`src/rtl/pipe_stage_skid.sv`:
```
// pipe_stage_skid: handshaked pipeline stage with 2-entry skid buffer, stall, flush, bubble and flush-discard counter
//   clk/rst                        clock, synchronous active-high reset
//   in_valid/in_ready/in_data/in_ctrl      upstream handshake and entry
//   out_valid/out_ready/out_data/out_ctrl  downstream handshake and head entry
//   stall/flush/bubble             freeze, discard all, enqueue a zero NOP
//   occupancy/flush_cnt            held entries, saturating discarded-entry count
module pipe_stage_skid #(
  parameter int DATA_W = 16,
  parameter int CTRL_W = 24,
  parameter int CNT_W  = 8
) (
  input  logic              clk,
  input  logic              rst,
  input  logic              in_valid,
  output logic              in_ready,
  input  logic [DATA_W-1:0] in_data,
  input  logic [CTRL_W-1:0] in_ctrl,
  output logic              out_valid,
  input  logic              out_ready,
  output logic [DATA_W-1:0] out_data,
  output logic [CTRL_W-1:0] out_ctrl,
  input  logic              stall,
  input  logic              flush,
  input  logic              bubble,
  output logic [1:0]        occupancy,
  output logic [CNT_W-1:0]  flush_cnt
);
  typedef enum logic [1:0] {EMPTY = 2'd0, ONE = 2'd1, FULL = 2'd2} state_t;
  state_t            r_state;
  logic [DATA_W-1:0] r_h_data, r_s_data;
  logic [CTRL_W-1:0] r_h_ctrl, r_s_ctrl;
  logic [CNT_W-1:0]  r_cnt;
  logic              w_live, w_enq, w_pop;
  logic [DATA_W-1:0] w_new_data;
  logic [CTRL_W-1:0] w_new_ctrl;
  logic [CNT_W:0]    w_sum;
  assign w_live     = !rst & !flush & !stall;
  assign in_ready   = w_live & !bubble & (r_state != FULL);
  assign out_valid  = w_live & (r_state != EMPTY);
  assign w_pop      = out_valid & out_ready;
  // a bubble takes the enqueue slot in place of upstream, which sees in_ready=0
  assign w_enq      = w_live & (r_state != FULL) & (bubble | in_valid);
  assign w_new_data = bubble ? '0 : in_data;
  assign w_new_ctrl = bubble ? '0 : in_ctrl;
  // one extra bit catches overflow so the count saturates instead of wrapping
  assign w_sum      = {1'b0, r_cnt} + (CNT_W+1)'(r_state);
  assign out_data   = r_h_data;
  assign out_ctrl   = r_h_ctrl;
  assign occupancy  = r_state;
  assign flush_cnt  = r_cnt;
  always_ff @(posedge clk) begin
    if (rst) begin
      r_state  <= EMPTY;
      r_h_data <= '0;
      r_h_ctrl <= '0;
      r_s_data <= '0;
      r_s_ctrl <= '0;
      r_cnt    <= '0;
    end else if (flush) begin
      r_state  <= EMPTY;
      r_h_data <= '0;
      r_h_ctrl <= '0;
      r_s_data <= '0;
      r_s_ctrl <= '0;
      r_cnt    <= w_sum[CNT_W] ? '1 : w_sum[CNT_W-1:0];
    end else begin
      case (r_state)
        EMPTY: if (w_enq) begin
          r_state  <= ONE;
          r_h_data <= w_new_data;
          r_h_ctrl <= w_new_ctrl;
        end
        ONE: if (w_enq & w_pop) begin
          r_h_data <= w_new_data;
          r_h_ctrl <= w_new_ctrl;
        end else if (w_enq) begin
          r_state  <= FULL;
          r_s_data <= w_new_data;
          r_s_ctrl <= w_new_ctrl;
        end else if (w_pop) begin
          r_state  <= EMPTY;
          r_h_data <= '0;
          r_h_ctrl <= '0;
        end
        FULL: if (w_pop) begin
          r_state  <= ONE;
          r_h_data <= r_s_data;
          r_h_ctrl <= r_s_ctrl;
          r_s_data <= '0;
          r_s_ctrl <= '0;
        end
        default: r_state <= EMPTY;
      endcase
    end
  end
endmodule

```
`config.mk`:
```
export PLATFORM = sky130hd
export DESIGN_NAME = pipe_stage_skid
export DESIGN_NICKNAME = d
export VERILOG_FILES = /design/src/rtl/pipe_stage_skid.sv
export SDC_FILE = /design/constraint.sdc
export NUM_CORES = 1
export LEC_CHECK = 0
export ABC_AREA = 1
export CAP_MARGIN = 20
export CORE_UTILIZATION = 50
export DETAILED_ROUTE_END_ITERATION = 10
export DONT_BUFFER_PORTS = 1
export HOLD_SLACK_MARGIN = 0.12
export PLACE_DENSITY_LB_ADDON = 0.2
export SYNTH_ARGS = -nofsm -noshare
export SYNTH_HDL_FRONTEND = slang
export SYNTH_SLANG_ARGS = --single-unit
```
`constraint.sdc`:
```
create_clock -name clk -period 5 [get_ports clk]
set_clock_uncertainty 0.05 [all_clocks]
set_input_delay 1 -clock clk [delete_from_list [all_inputs] [get_ports clk]]
set_output_delay 1 -clock clk [all_outputs]
set_load 0.1 [all_outputs]
```
==> results.txt <==
The flow ran to the end, and the final reports show no timing, DRC or antenna violations. The cell taking the most area after synthesis is sky130_fd_sc_hd__dfxtp_1. The peak supply drop is 0.155 mV.

The number of nets in the finished design is slightly below 800. By count the netlist is led by 221 x sky130_fd_sc_hd__nand2_1, 123 x sky130_fd_sc_hd__nor2_1, 104 x sky130_fd_sc_hd__inv_1. The final estimated routing congestion in global placement came out at a little over 0.8. The overall global routing resource usage is 22.6%. After the flow finishes, the layout carries non-filler instances totaling 858.

For this run, the number of Yosys warnings is 0. The largest net degree at the start of global routing is 45. The reported max-cap violation count is 0.

The top-area cell type share of the netlist area is 37.3%. Tracing the worst setup path back leads to its startpoint at occupancy[1]$_SDFFE_PP0P_. The total clock buffers created by CTS is 9. The number of vias per cell came out at 4.99.

When the netlist entered floorplanning its net count stood at 805. The initial core utilization came out at ~52%. The sum of buffers and inverters on the critical path came out at 3. The number of core rows came out at 35. The cell family contributing the most delay on the critical path is buffers and inverters.

Setup repair after global routing left no endpoint under its margin. The critical path in this run is classified as reg -> out. The transition at the pin with the smallest max-transition slack is 1.07 ns.

The synthesized instance count came out at 751. The static leakage is 0.00234 µW. The CTS H-tree depth came out at 3. Walking the worst path, the cells encountered are buf_4 -> ha_1 -> inv_2 -> nand3_2 -> nor2_2 -> buf_4. The average wire per standard cell came out at 12.9 µm.

The largest stage delay on the critical path came out at about 0.61 ns. The final layout contains routed wiring with a total length of 11000 µm. The most used flip-flop cell after synthesis is sky130_fd_sc_hd__dfxtp_1.

STA puts the critical path data arrival time at 2.46 ns. The top-level port count came out at slightly below 100. The CTS clock-pin slew for the worst setup and hold paths is about 0.09 ns. The horizontal die dimension is 100 µm. The distinct cell type count of the synthesized netlist is 32. The library cell with the highest instance count after synthesis is sky130_fd_sc_hd__nand2_1. The clock latency at the later pin of the worst-skew pair is 0.35 ns.

The sort of element at the end of the critical path is an output pin. In the routed design, unresolved DRC markers number 0. The share of synthesized flip-flops with an asynchronous set or reset is 0%.

The min-delay analysis places its worst path in the category reg -> reg. The number of port buffers is 0. The synthesized area is 0.00482 mm². The half-perimeter wire length of the detailed placement result came out at 7010 µm.

The number of flops mapped to enable cells by yosys came out at 0. The overall power consumption came out at roughly 1500 µW. The iteration count of the initial detailed-routing pass is 5. The startpoint of the tightest hold check path is r_s_data[9]$_SDFFE_PP0P_.

The number of global-route vias before repair is 4027. The core outline area came out at 0.00928 mm². The sequential cell area fraction in the yosys report is 37.3%. Based on the critical path, the design can be clocked at up to ~280 MHz. The flop and latch count out of synthesis came out at 90. The layout cell share with drive strength beyond 1 came out at under 10%. The final global-route overflow total came out at 0. The number of hold buffers added after CTS is 0. The number of sinks driven by the clock tree is 90. The first global-routing pass estimated 18400 µm of wire. At the worst endpoint, the required time is 3.95 ns. The startpoint identified for the worst register-to-register timing path is occupancy[1]$_SDFFE_PP0P_.

The final number of max-transition violations is 0. The tree is rooted in a sky130_fd_sc_hd__clkbuf_8. The number of failing hold endpoints at the final stage came out at 0. In this run the tightest slew margin relative to its limit is 28.6%. TritonCTS built the clock tree. The part of the cycle the worst path needs came out at between 70 and 80%. The per-instance average area after synthesis is 6.42 µm². The number of instances resized during post-cts repair is 0. The cell that appears most often on the critical path is sky130_fd_sc_hd__buf_4. The initial antenna violation count came to 0. The category of the worst setup path launch point is a register. The count of nets left with antenna violations once routing finished came out at 0.

The area of the die came out at 0.0100 mm². In this run the power density over the cells is 294 mW/mm². Yosys attributes the largest share of cell area to sky130_fd_sc_hd__dfxtp_1 37%, sky130_fd_sc_hd__nand2_1 17%, sky130_fd_sc_hd__nor2_1 9.6%. No sink is reached through more buffers than the 2 on the longest clock path. In this run the worst path has a maximum fanout of 41. After clock tree synthesis, the setup repair step added 0 buffers. The synthesis-to-finish area growth came out at 2.83%.

The accumulated negative setup slack came out at 0 ns. The y dimension of the die came out at 100 µm. The slowest stage of the critical path belongs to the cell sky130_fd_sc_hd__inv_2. The number of setup violations in the final report is 0. The final critical delay including setup and external delays is 3.51 ns. The violation count after the first detailed-route iteration came out at 192. The number of vias in the routed layout came out at ~4300. In this run, placement finished with an instance count of 843. The number of antenna cells inserted is 0.
-- stage by stage --
step	cell area, µm²	worst slack, ns	hold WS [ns]	utilization (%)
floorplan	4820	0.999	0.404	-
global placement	4780	1.58	0.415	51.5
detailed placement	4780	1.48	0.423	51.5
CTS	4960	1.48	0.442	53.4
global route	4960	1.25	0.458	53.4
finish	4960	1.49	0.441	53.4
-- power breakdown --
group | internal [µW] | leakage (µW) | total [µW] | switching [µW]
sequential | 732 | 0.000728 | 820 | 88.3
clock | 228 | 0.0000921 | 490 | 261
combinational | 49.3 | 0.00152 | 150 | 100
-- cells by family (layout without fill, tap and decap cells) --
logic type	count (synthesis)	after routing	synth area share, %
simple gates	402	402	35.7
xor+xnor	2	2	0.363
mux	1	1	0.207
buf+inv	151	129	13.9
compound gates	98	98	10.5
flops	90	90	37.3
fa+ha+maj	7	7	1.97
-- layout by cell type, fill, tap and decap left out, types with 6 or more instances in the layout --
cell / synthesis / layout
sky130_fd_sc_hd__ha_1: 6 / 6
sky130_fd_sc_hd__a21oi_1: 89 / 89
sky130_fd_sc_hd__inv_1: 104 / 104
sky130_fd_sc_hd__clkbuf_8: 0 / 9
sky130_fd_sc_hd__nand3_1: 34 / 34
sky130_fd_sc_hd__buf_4: 7 / 7
sky130_fd_sc_hd__nand3_2: 11 / 11
sky130_fd_sc_hd__nor2_1: 123 / 122
sky130_fd_sc_hd__dfxtp_1: 90 / 90
sky130_fd_sc_hd__nand2_1: 221 / 221
-- flip-flops by register name (all words and copies together) (netlist names) --
signal,flops
occupancy,2
r_s_ctrl,24
out_ctrl,24
r_s_data,16
out_data,16
flush_cnt,8
-- worst min-delay path, stage by stage, from the launching register on --
cell,delay [ns]
sky130_fd_sc_hd__dfxtp_1,0.32
sky130_fd_sc_hd__nor2_1,0.09
sky130_fd_sc_hd__nor2_1,0.05
-- path summary, 6_finish.rpt --
| path | depth (start not counted) | slack, ns | endpoint |
|---|---|---|---|
| worst min register to register | 2 | 0.44 | r_s_data[9]$_SDFFE_PP0P_ |
| worst max register to register | 9 | 1.53 | out_ctrl[16]$_SDFFE_PP0P_ |
| worst max-delay path | 6 | 1.49 | in_ready |
| worst min-delay path | 2 | 0.44 | r_s_data[9]$_SDFFE_PP0P_ |
-- cell type report --
type,count,area [µm²]
fill,969,4320
multi-input combinational,510,2350
sequential,90,1800
inverter,107,407
tap,129,161
clock buffer,10,128
clock inverter,5,56.3
timing repair buffer,7,52.6
-- routing by layer --
| layer | up-vias | share of wire, % | global-route usage, % | wire, µm |
|---|---|---|---|---|
| met4 | 0 | 1.6 | 8.81 | 174 |
| met5 | - | 0 | 0 | 0 |
| met2 | 110 | 48 | 40.3 | 5310 |
| met1 | 1933 | 45 | 27.0 | 4980 |
| met3 | 12 | 5.3 | 3.90 | 587 |
| li1 | 2228 | - | - | - |
No activity file was read; power rests on OpenSTA's default activity.
==> RTL change (same settings) <==
Put one more register stage on the output `flush_cnt`, without a reset. The value now appears one clock later. The other outputs are not delayed to match.
--- a/src/rtl/pipe_stage_skid.sv
+++ b/src/rtl/pipe_stage_skid.sv
@@ -48,5 +48,7 @@
   assign out_ctrl   = r_h_ctrl;
   assign occupancy  = r_state;
-  assign flush_cnt  = r_cnt;
+  always_ff @(posedge clk) begin
+    flush_cnt <= r_cnt;
+  end
   always_ff @(posedge clk) begin
     if (rst) begin
Check against the original RTL: not equivalent (a bounded check fails within 4 cycles, from zero or initial values and one cycle with rst high).
==> RTL change against the original RTL <==
  * The run now ends with design-rule violations left
  * Non-clock buffer count grew 6
  * Synthesized area shrank 5.2%
  * Routed wire length shrank 4.9%
  * Final area shrank 3.7%
  * Combinational power grew 20%
  * Total power grew 18%
  * Worst setup slack gained 0.16 ns
  * Register-to-register slack gained 0.61 ns
  * Count of clock-buffer cells in the layout is the same
  * Sequential cell count grew 8
  * Critical path type is now input port to output port
  * Largest power group unchanged
  * Highest routed layer unchanged
==> RTL change: results (changes against the original RTL) <==
Max clock buf depth 2 (unchanged); Via-to-Cell Ratio 5.352 (+7.2%); Worst R2R Start occupancy[1]; DPL Wire Length 6.657 mm (-5.0%); placed cell area 4509 um2 (-5.6%); Worst R2R Setup Slack 2.14 ns (+0.61 ns); cell count of the worst hold path 0 (-2); Post-CTS Resized 0 (unchanged); library cells used by synthesis 31 (-3.1%); # fillers 890 (-8.2%); largest net degree at the start of global routing 81 (+80%); initial antenna violation count 0 (unchanged); reg-to-reg endpoint out_ctrl[20]; failing checks design-rule violations; yosys warns 0 (unchanged); H-tree depth 3 (unchanged); First-pass DRT Iterations 8 (+3); Global Route Usage Sum 22.76% (+0.13 points); outcome complete, but fails checks; Largest stage delay, worst path 0.40 ns (-0.21 ns); Synth area leaders dfxtp_1, nand2_1, a21oi_1; leakage 1.753 nW (-25%); R2R depth 12 (+3); worst hold start r_cnt[0]; Worst setup startpoint flush; post-route DRC violation count 16 (+16); Max VDD drop 166.1 uV (+6.9%); Seq/Total Area, Yosys 42.90% (+5.6 points); Worst-path clk slew 0.09 ns (about the same); Syn Nets 701 (-13%); GP Congestion 0.8295 (+2.4%); Inserted Clock Buffers 9 (unchanged); CP max FO 26 (-37%); Final #Nets 678 (-13%); worst endpoint data arrival time 2.30 ns (-0.16 ns); total gr overflow 0 (unchanged); Post-synth top flop dfxtp_1; WHS 0.3416 ns (-0.09938 ns); slowest CP cell nor2_4; vias in the first global route 3663 (-9.0%); number of port buffers 0 (unchanged); first-pass GRT wire length 17.46 mm (-5.1%); WL/cell 14.28 um (+11%); max_slew headroom 31.86% (+3.3 points); Setup WS pre-CTS 1.651 ns (+0.1754 ns); share of layout cells above drive strength 1 8.280% (+1.8 points); most common library cells after synthesis nand2_1, dfxtp_1, nor2_1; WHS Endpoint flush_cnt[0]; final setup fails 0 (unchanged); 1st-iter DRT viols 125 (-35%)
-- RTL change: worst max-delay path by stage --
stage               depth (start not counted)  slack [ns]        end
detailed placement                          5        1.65  out_valid
floorplan                                   6        1.02  out_valid
global placement                            5        1.67  out_valid
finish                                      5        1.65  out_valid
global route                                5        1.56  out_valid
CTS                                         5        1.65  out_valid
-- RTL change: where the power goes --
group / internal [W] / switching, W / leakage [nW]
combinational: 0.0000537 / 0.000126 / 0.843
clock: 0.000342 / 0.000264 / 0.118
sequential: 0.000799 / 0.000142 / 0.792
-- RTL change: layer usage --
metal	track usage [%]	part of all wire [%]
met1	27.17	44
met2	38.90	47
met3	6.475	8.3
met4	8.159	1.6
met5	0	0
-- RTL change: cell type report --
type                            count  area, um2  area share, %
Timing Repair Buffer               13      117.6          2.462
Multi-Input combinational cell    478       2232          46.73
Clock buffer                       10      137.6          2.881
Tap cell                          108      135.1          2.829
Inverter                           24      90.09          1.886
Sequential cell                    98       1962          41.07
Clock inverter                      5      102.6          2.148
-- RTL change: per-stage QoR --
step / cells / total power, W
floorplan: 647 / 0.001113
global placement: 720 / 0.001136
detailed placement: 720 / 0.001139
CTS: 735 / 0.001746
global route: 736 / 0.001802
finish: 736 / 0.001727
-- RTL change: cell families (layout without fill, tap and decap cells) --
group,count (synthesis),in the layout,synth area share [%]
adders and majority gates,7,7,2.079
DFF,98,98,42.90
buffers and inverters,71,52,8.454
and+or+nand+nor,337,337,30.73
xor gates and xnor gates,2,2,0.3831
AOI/OAI and AO/OA,132,132,15.46
-- RTL change: worst max-delay path: cells and delay by family --
kind / cells / cell delay, ns
buffers and inverters: 2 / 0.67
AND/OR/NAND/NOR: 3 / 0.62
